**config.mk**
```make
export PLATFORM = sky130hd
export DESIGN_NAME = decode_control_fsm
export DESIGN_NICKNAME = d
export VERILOG_FILES = /design/src/rtl/decode_pkg.sv /design/src/rtl/decode_control_lut.sv /design/src/rtl/decode_control_fsm.sv
export SDC_FILE = /design/constraint.sdc
export NUM_CORES = 1
export LEC_CHECK = 0
export ABC_AREA = 1
export CAP_MARGIN = 10
export CORE_MARGIN = 2
export CORE_UTILIZATION = 53
export DETAILED_ROUTE_END_ITERATION = 6
export PLACE_DENSITY = 0.93
export SLEW_MARGIN = 5
export SYNTH_ARGS = -nofsm -noshare
export SYNTH_HDL_FRONTEND = slang
export SYNTH_SLANG_ARGS = --single-unit
```
**constraint.sdc**
```tcl
create_clock -name clk -period 5 [get_ports clk]
set_input_delay 1.5 -clock clk [delete_from_list [all_inputs] [get_ports clk]]
set_output_delay 1.5 -clock clk [all_outputs]
set_load 0.05 [all_outputs]
```
**src/rtl/decode_pkg.sv**
```systemverilog
// Shared encodings for the 10-bit decode/control unit: opcodes, FSM states,
// ALU/PC select codes and the per-opcode control vector.
package decode_pkg;

  localparam logic [3:0] OP_RESULT       = 4'd0;
  localparam logic [3:0] OP_SET_IMM      = 4'd1;
  localparam logic [3:0] OP_LOAD_QUERY   = 4'd2;
  localparam logic [3:0] OP_COMPARE      = 4'd3;
  localparam logic [3:0] OP_JUMP_BACK    = 4'd4;
  localparam logic [3:0] OP_INCREMENT    = 4'd5;
  localparam logic [3:0] OP_IF_DONE      = 4'd6;
  localparam logic [3:0] OP_STORE_ZERO   = 4'd7;
  localparam logic [3:0] OP_SET_ARG      = 4'd8;
  localparam logic [3:0] OP_JUMP_FP      = 4'd9;
  localparam logic [3:0] OP_SKIP_NOT_ONE = 4'd10;
  localparam logic [3:0] OP_PUSH         = 4'd11;
  localparam logic [3:0] OP_POP          = 4'd12;
  localparam logic [3:0] OP_SET_TEMP     = 4'd13;
  localparam logic [3:0] OP_RETURN       = 4'd14;
  localparam logic [3:0] OP_ILLEGAL      = 4'd15;

  typedef enum logic [2:0] {IDLE, DECODE, EXEC, MEM, WB} state_e;

  typedef enum logic [2:0] {
    ALU_NOP      = 3'd0,
    ALU_PASS_IMM = 3'd1,
    ALU_CMP      = 3'd2,
    ALU_INC      = 3'd3,
    ALU_PASS_REG = 3'd4
  } alu_op_e;

  typedef enum logic [1:0] {PC_INC, PC_SKIP, PC_JUMP, PC_RET} pc_sel_e;

  // Conditional skips resolve against cond_flag while in EXEC.
  typedef enum logic [1:0] {COND_NONE, COND_SKIP_IF_SET, COND_SKIP_IF_CLEAR} cond_e;

  typedef struct packed {
    alu_op_e alu_op;
    pc_sel_e pc_sel;
    logic    pc_we;
    cond_e   cond;
    logic    sp_inc;
    logic    sp_dec;
    logic    mem_op;
    logic    mem_we;
    logic    reg_we;
    logic    illegal;
  } ctrl_t;

endpackage

```
**src/rtl/decode_control_lut.sv**
```systemverilog
// Purely combinational opcode -> control vector table; the FSM gates the
// result by state.
module decode_control_lut
  import decode_pkg::*;
#(
  parameter int OPCODE_W = 4
) (
  input  logic [OPCODE_W-1:0] opcode,
  output ctrl_t               ctrl
);

  logic [3:0] op4;
  logic       upper_set;

  assign op4       = opcode[3:0];
  assign upper_set = (opcode >> 4) != '0;

  // NOTE: every field gets a default before the case so no latch is inferred.
  always_comb begin
    ctrl = '0;
    if (upper_set) begin
      ctrl.illegal = 1'b1;
    end else begin
      case (op4)
        OP_RESULT:       begin ctrl.pc_we = 1'b1; ctrl.pc_sel = PC_INC; end
        OP_SET_IMM:      begin ctrl.alu_op = ALU_PASS_IMM; ctrl.reg_we = 1'b1; end
        OP_LOAD_QUERY:   begin ctrl.mem_op = 1'b1; ctrl.reg_we = 1'b1; end
        OP_COMPARE:      ctrl.alu_op = ALU_CMP;
        OP_JUMP_BACK:    begin ctrl.pc_sel = PC_JUMP; ctrl.pc_we = 1'b1; end
        OP_INCREMENT:    begin ctrl.alu_op = ALU_INC; ctrl.reg_we = 1'b1; end
        OP_IF_DONE:      begin ctrl.pc_we = 1'b1; ctrl.cond = COND_SKIP_IF_SET; end
        OP_STORE_ZERO:   begin ctrl.mem_op = 1'b1; ctrl.mem_we = 1'b1; end
        OP_SET_ARG:      begin ctrl.alu_op = ALU_PASS_REG; ctrl.reg_we = 1'b1; end
        OP_JUMP_FP:      begin ctrl.pc_sel = PC_JUMP; ctrl.pc_we = 1'b1; end
        OP_SKIP_NOT_ONE: begin ctrl.pc_we = 1'b1; ctrl.cond = COND_SKIP_IF_CLEAR; end
        OP_PUSH:         begin ctrl.sp_inc = 1'b1; ctrl.mem_op = 1'b1; ctrl.mem_we = 1'b1; end
        OP_POP:          begin ctrl.sp_dec = 1'b1; ctrl.mem_op = 1'b1; ctrl.reg_we = 1'b1; end
        OP_SET_TEMP:     begin ctrl.alu_op = ALU_PASS_IMM; ctrl.reg_we = 1'b1; end
        OP_RETURN:       begin ctrl.pc_sel = PC_RET; ctrl.pc_we = 1'b1; end
        default:         ctrl.illegal = 1'b1;
      endcase
    end
  end

endmodule

```
**src/rtl/decode_control_fsm.sv**
```systemverilog
// Multi-cycle decode/control FSM: IDLE -> DECODE -> EXEC -> [MEM] -> WB,
// with flush, memory timeout and illegal-opcode reporting.
module decode_control_fsm
  import decode_pkg::*;
#(
  parameter int INSTR_W     = 10,
  parameter int OPCODE_W    = 4,
  parameter int REG_AW      = 2,
  parameter int IMM_W       = INSTR_W - OPCODE_W,
  parameter int MEM_TIMEOUT = 15
) (
  input  logic               clk,
  input  logic               rst,
  input  logic [INSTR_W-1:0] instr,
  input  logic               instr_valid,
  output logic               instr_ready,
  input  logic               flush,
  input  logic               cond_flag,
  input  logic               mem_ack,
  output logic [REG_AW-1:0]  reg_raddr,
  output logic [REG_AW-1:0]  reg_waddr,
  output logic               reg_we,
  output logic [IMM_W-1:0]   imm_out,
  output logic [2:0]         alu_op,
  output logic [1:0]         pc_sel,
  output logic               pc_we,
  output logic               sp_inc,
  output logic               sp_dec,
  output logic               mem_req,
  output logic               mem_we,
  output logic               flag_bit0,
  output logic               done,
  output logic               illegal,
  output logic               mem_timeout
);

  localparam int              CNT_W         = 8;
  localparam logic [CNT_W-1:0] TIMEOUT_LIMIT = CNT_W'(MEM_TIMEOUT);

  state_e              state_q, state_d;
  logic [OPCODE_W-1:0] opcode_q, opcode_d;
  logic [REG_AW-1:0]   reg_idx_q, reg_idx_d;
  logic [IMM_W-1:0]    imm_q, imm_d;
  logic                flag_q, flag_d;
  logic [CNT_W-1:0]    cnt_q, cnt_d;

  logic    ready_q, ready_d;
  logic    reg_we_q, reg_we_d;
  alu_op_e alu_op_q, alu_op_d;
  pc_sel_e pc_sel_q, pc_sel_d;
  cond_e   cond_q, cond_d;
  logic    pc_we_q, pc_we_d;
  logic    sp_inc_q, sp_inc_d;
  logic    sp_dec_q, sp_dec_d;
  logic    mem_req_q, mem_req_d;
  logic    mem_we_q, mem_we_d;
  logic    done_q, done_d;
  logic    illegal_q, illegal_d;
  logic    timeout_q, timeout_d;

  ctrl_t ctrl;
  logic  timeout_hit;

  decode_control_lut #(.OPCODE_W(OPCODE_W)) u_lut (
    .opcode (opcode_q),
    .ctrl   (ctrl)
  );

  always_comb begin
    state_d     = state_q;
    opcode_d    = opcode_q;
    reg_idx_d   = reg_idx_q;
    imm_d       = imm_q;
    flag_d      = flag_q;
    cnt_d       = cnt_q;
    timeout_hit = 1'b0;

    unique case (state_q)
      IDLE: begin
        if (instr_valid && !flush) begin
          opcode_d  = instr[INSTR_W-1 -: OPCODE_W];
          reg_idx_d = instr[INSTR_W-OPCODE_W-1 -: REG_AW];
          imm_d     = instr[IMM_W-1:0];
          flag_d    = instr[0];
          state_d   = DECODE;
        end
      end
      DECODE: state_d = EXEC;
      EXEC: begin
        cnt_d   = '0;
        state_d = ctrl.mem_op ? MEM : WB;
      end
      MEM: begin
        cnt_d = cnt_q + CNT_W'(1);
        if (mem_ack) begin
          state_d = WB;
        end else if (cnt_d == TIMEOUT_LIMIT) begin
          state_d     = WB;
          timeout_hit = 1'b1;
        end
      end
      WB:      state_d = IDLE;
      default: state_d = IDLE;
    endcase

    if (flush && state_q != IDLE) state_d = IDLE;

    // Outputs are decoded from the next state so they register in step with it.
    ready_d   = (state_d == IDLE);
    reg_we_d  = 1'b0;
    alu_op_d  = ALU_NOP;
    pc_sel_d  = PC_INC;
    cond_d    = COND_NONE;
    pc_we_d   = 1'b0;
    sp_inc_d  = 1'b0;
    sp_dec_d  = 1'b0;
    mem_req_d = 1'b0;
    mem_we_d  = 1'b0;
    done_d    = 1'b0;
    illegal_d = 1'b0;
    timeout_d = 1'b0;

    case (state_d)
      EXEC: begin
        alu_op_d = ctrl.alu_op;
        pc_sel_d = ctrl.pc_sel;
        cond_d   = ctrl.cond;
        pc_we_d  = ctrl.pc_we;
        sp_inc_d = ctrl.sp_inc;
        sp_dec_d = ctrl.sp_dec;
      end
      MEM: begin
        mem_req_d = 1'b1;
        mem_we_d  = ctrl.mem_we;
      end
      WB: begin
        done_d    = 1'b1;
        reg_we_d  = ctrl.reg_we && !timeout_hit;
        illegal_d = ctrl.illegal;
        timeout_d = timeout_hit;
      end
      default: ;
    endcase
  end

  // NOTE: sequential state uses non-blocking assignments so every flop samples
  // pre-edge values; the async reset clears outputs without waiting for a clock.
  always_ff @(posedge clk or posedge rst) begin
    if (rst) begin
      state_q   <= IDLE;
      opcode_q  <= '0;
      reg_idx_q <= '0;
      imm_q     <= '0;
      flag_q    <= 1'b0;
      cnt_q     <= '0;
      ready_q   <= 1'b1;
      reg_we_q  <= 1'b0;
      alu_op_q  <= ALU_NOP;
      pc_sel_q  <= PC_INC;
      cond_q    <= COND_NONE;
      pc_we_q   <= 1'b0;
      sp_inc_q  <= 1'b0;
      sp_dec_q  <= 1'b0;
      mem_req_q <= 1'b0;
      mem_we_q  <= 1'b0;
      done_q    <= 1'b0;
      illegal_q <= 1'b0;
      timeout_q <= 1'b0;
    end else begin
      state_q   <= state_d;
      opcode_q  <= opcode_d;
      reg_idx_q <= reg_idx_d;
      imm_q     <= imm_d;
      flag_q    <= flag_d;
      cnt_q     <= cnt_d;
      ready_q   <= ready_d;
      reg_we_q  <= reg_we_d;
      alu_op_q  <= alu_op_d;
      pc_sel_q  <= pc_sel_d;
      cond_q    <= cond_d;
      pc_we_q   <= pc_we_d;
      sp_inc_q  <= sp_inc_d;
      sp_dec_q  <= sp_dec_d;
      mem_req_q <= mem_req_d;
      mem_we_q  <= mem_we_d;
      done_q    <= done_d;
      illegal_q <= illegal_d;
      timeout_q <= timeout_d;
    end
  end

  // cond_flag is only known during EXEC itself, so the skip select bypasses the register.
  always_comb begin
    pc_sel = pc_sel_q;
    if ((cond_q == COND_SKIP_IF_SET && cond_flag) ||
        (cond_q == COND_SKIP_IF_CLEAR && !cond_flag))
      pc_sel = PC_SKIP;
  end

  assign instr_ready = ready_q;
  assign reg_raddr   = reg_idx_q;
  assign reg_waddr   = reg_idx_q;
  assign reg_we      = reg_we_q;
  assign imm_out     = imm_q;
  assign alu_op      = alu_op_q;
  assign pc_we       = pc_we_q;
  assign sp_inc      = sp_inc_q;
  assign sp_dec      = sp_dec_q;
  assign mem_req     = mem_req_q;
  assign mem_we      = mem_we_q;
  assign flag_bit0   = flag_q;
  assign done        = done_q;
  assign illegal     = illegal_q;
  assign mem_timeout = timeout_q;

endmodule

```
==> results.sh <==
export IMPL_status="finished clean"
export IMPL_drive_gt1_share_pct=8.09
export IMPL_cp_required_ps=3500
export IMPL_ys_seq_area_share_pct=51.9
export IMPL_rsz0062_at_grt="no"
export IMPL_cp_cell_sequence="clkdlybuf4s50_1, nor2_1, nor2_1, a21oi_1, or2_2, clkdlybuf4s50_1"
export IMPL_multi_input_area_um2=718
export IMPL_worst_pin_slew_ps=873
export IMPL_die_area_um2=3950
export IMPL_synth_seq_cells=38
export IMPL_root_buffer="clkbuf_4"
export IMPL_drv_slew=0
export IMPL_worstSetupStartpoint="cond_flag"
export IMPL_ctsHoldBuffers=0
export IMPL_vias=1547
export IMPL_grt_pass1_wl_mm=6.12
export IMPL_power_switching_uw=576
export IMPL_synth_area_leaders="dfrtp_1 50%, nand2_1 15%, inv_1 6.5%"
export IMPL_clkPwrFrac_pct=16.5
export IMPL_critPathMaxStageDelay_ps=790
export IMPL_fin_util_pct=70.5
export IMPL_seqCellArea_um2=952
export IMPL_nNetsFinal=290
export IMPL_async_flop_share_pct=100
export IMPL_chipHeight_um=62.9
export IMPL_ios=42
export IMPL_vdd_ir_drop_worst_uv=385
export IMPL_detailedRoute_firstIterationViolations=60
export IMPL_reg2reg_from="state_q[0]$_DFF_PP0_"
export IMPL_routed_wl_mm=3.49
export IMPL_avgRoutedWirePerCell_um=11.0
export IMPL_antenna_found_initial=0
export IMPL_avgSynthCellArea_um2=8.02
export IMPL_synth_cell_types=28
export IMPL_yosysMostFrequentCell="nand2_1"
export IMPL_tritoncts="built"
export IMPL_ff2ff_setup_slack_ps=2980
export IMPL_worstPathMaxFanout=2
export IMPL_slowest_stage="clkdlybuf4s50_1"
export IMPL_clock_fmax_mhz=215
export IMPL_vias_per_cell=4.86
export IMPL_grt_pass1_vias=1460
export IMPL_gp_congestion=0.863
export IMPL_ant_nets=0
export IMPL_syn2layout_area_growth_pct=28.1
export IMPL_num_fill_cells=268
export IMPL_p_seq_share_pct=33.9
export IMPL_cts_setup_buffers=0
export IMPL_synth_area_leader_cell="dfrtp_1"
export IMPL_synthesis_area_um2=1840
export IMPL_cap_violations=0
export IMPL_p_leak_nw=1.14
export IMPL_switching_share_pct=45.7
export IMPL_cts_buffers=5
export IMPL_drc=0
export IMPL_startpoint_type="input port"
export IMPL_dominantRegCellSynth="dfrtp_1"
export IMPL_yosysTopAreaCellShare_pct=50.4
export IMPL_grt_usage_pct=20.1
export IMPL_r2r_cells=8
export IMPL_relSlewSlack_pct=41.6
export IMPL_worst_clock_skew_ps=4.23
export IMPL_final_hold_violation_count=0
export IMPL_overflow=0
export IMPL_detailed_place_hpwl_mm=2.68
export IMPL_end_kind="output pin"
export IMPL_start_util_pct=55.0
export IMPL_syn_nets=247
export IMPL_crit_path_end="pc_sel[0]"
export IMPL_ys_warn_count=0
export IMPL_num_antenna_cells=0
export IMPL_worstPathArrival_ps=3160
export IMPL_fin_crit_sh_pct=93.2
export IMPL_powerDensity_nw_per_um2=536
export IMPL_die_w_um=62.9
export IMPL_cts_path_max_buffers=2
export IMPL_cts_clk_slew_worst_paths_ps=100
export IMPL_synth_edf_count=0
export IMPL_h_tree_depth=2
export IMPL_clkSinkCount=38
export IMPL_final_setup_tns_ps=0
export IMPL_path_class="in -> out"
export IMPL_timing_rr_end="instr_ready$_DFF_PP1_"
export IMPL_grt_start_max_net_pins=39
export IMPL_synth_commonest_cells="71 x nand2_1, 37 x dfrtp_1, 32 x inv_1, 30 x nor2_1, 11 x nand3_1"
export IMPL_coreArea_um2=3340
export IMPL_hp_class="reg -> reg"
export IMPL_power_internal_uw=684
export IMPL_finalSetupViolCount=0
export IMPL_postCtsResizedCells=0
export IMPL_clock_latency_ps=340
export IMPL_drtPass1Iterations=4
export IMPL_combPwrFrac_pct=49.6
export IMPL_port_buffers=41
export IMPL_finalCriticalPeriod_ps=4660
export IMPL_netlist_instances=229
export IMPL_placementRows=21
-- critical path, delay by kind of cell --
family	cells	cell delay, ps
buf+inv	2	1210
compound gates	1	160
simple gates	3	300
-- layout make-up --
type                    instances  area share (%)
flip-flops and latches         38            40.5
well taps                      46            2.45
clock inverters                 1            1.28
repair buffers                 42            17.8
clock buffers                   6            2.18
multi-input cells             152            30.5
inverters                      33            5.27
-- power groups by stage --
stage | Clock (mW) | Combinational (mW) | Sequential, mW
6_report | 0.208 | 0.624 | 0.428
5_1_grt | 0.229 | 0.677 | 0.438
4_1_cts | 0.213 | 0.626 | 0.428
3_5_place_dp | 0 | 0.625 | 0.433
3_3_place_gp | 0 | 0.611 | 0.428
2_1_floorplan | 0 | 0.334 | 0.561
-- metrics by stage --
step           hold WS, ps  instances  total power [mW]  setup WS [ps]  area, µm²
2_1_floorplan          521        229             0.896           1200       1840
3_3_place_gp           454        311              1.04            379       2270
3_5_place_dp           458        311              1.06            337       2270
4_1_cts                483        318              1.27            330       2350
5_1_grt                518        318              1.34            209       2350
6_report               481        318              1.26            338       2350
-- flip-flops by register name, summed over array words and instances, names as in the netlist, 2 cells and up --
signal     flops
reg_raddr      2
state_q        3
opcode_q       4
cnt_q          8
imm_out        4
pc_sel_q       2
alu_op         3
cond_q         2
-- logic make-up (layout without fill, tap and decap cells) --
| family | Yosys count | in the layout | share of synthesized area [%] |
|---|---|---|---|
| AND/OR/NAND/NOR | 126 | 126 | 30.0 |
| buffers and inverters | 39 | 82 | 9.00 |
| flip-flops | 38 | 38 | 51.9 |
| AO/OA/AOI/OAI | 24 | 24 | 7.77 |
| adder cells (fa/ha/maj) | 2 | 2 | 1.36 |
-- layout by cell type, fill, tap and decap left out, drive strengths merged, types with 2 or more instances in the layout --
master and n:
a21oi 7, nand4 5, inv 33, o21ai 13, nand2 72, nor2 34, clkbuf 6, clkdlybuf4s50 41
ha 2, nand3 12, dfrtp 37
-- per-layer routing --
layer	GRT usage (%)	share of wire (%)
met1	23.8	44
met2	33.6	49
met3	4.68	4.8
met4	11.4	2.2
met5	0	0
-- worst min-delay path by stage --
| stage | from | endpoint | slack (ps) | cells after the start |
|---|---|---|---|---|
| 2_1_floorplan | cnt_q[1]$_DFFE_PP0N_ | cnt_q[1]$_DFFE_PP0N_ | 520 | 2 |
| 3_3_place_gp | imm_out[3]$_DFFE_PP0P_ | imm_out[3]$_DFFE_PP0P_ | 450 | 2 |
| 3_5_place_dp | imm_out[3]$_DFFE_PP0P_ | imm_out[3]$_DFFE_PP0P_ | 460 | 2 |
| 4_1_cts | imm_out[3]$_DFFE_PP0P_ | imm_out[3]$_DFFE_PP0P_ | 480 | 2 |
| 5_1_grt | imm_out[3]$_DFFE_PP0P_ | imm_out[3]$_DFFE_PP0P_ | 520 | 2 |
| 6_report | imm_out[3]$_DFFE_PP0P_ | imm_out[3]$_DFFE_PP0P_ | 480 | 2 |
Note: power is estimated with default switching activity, not from simulation.
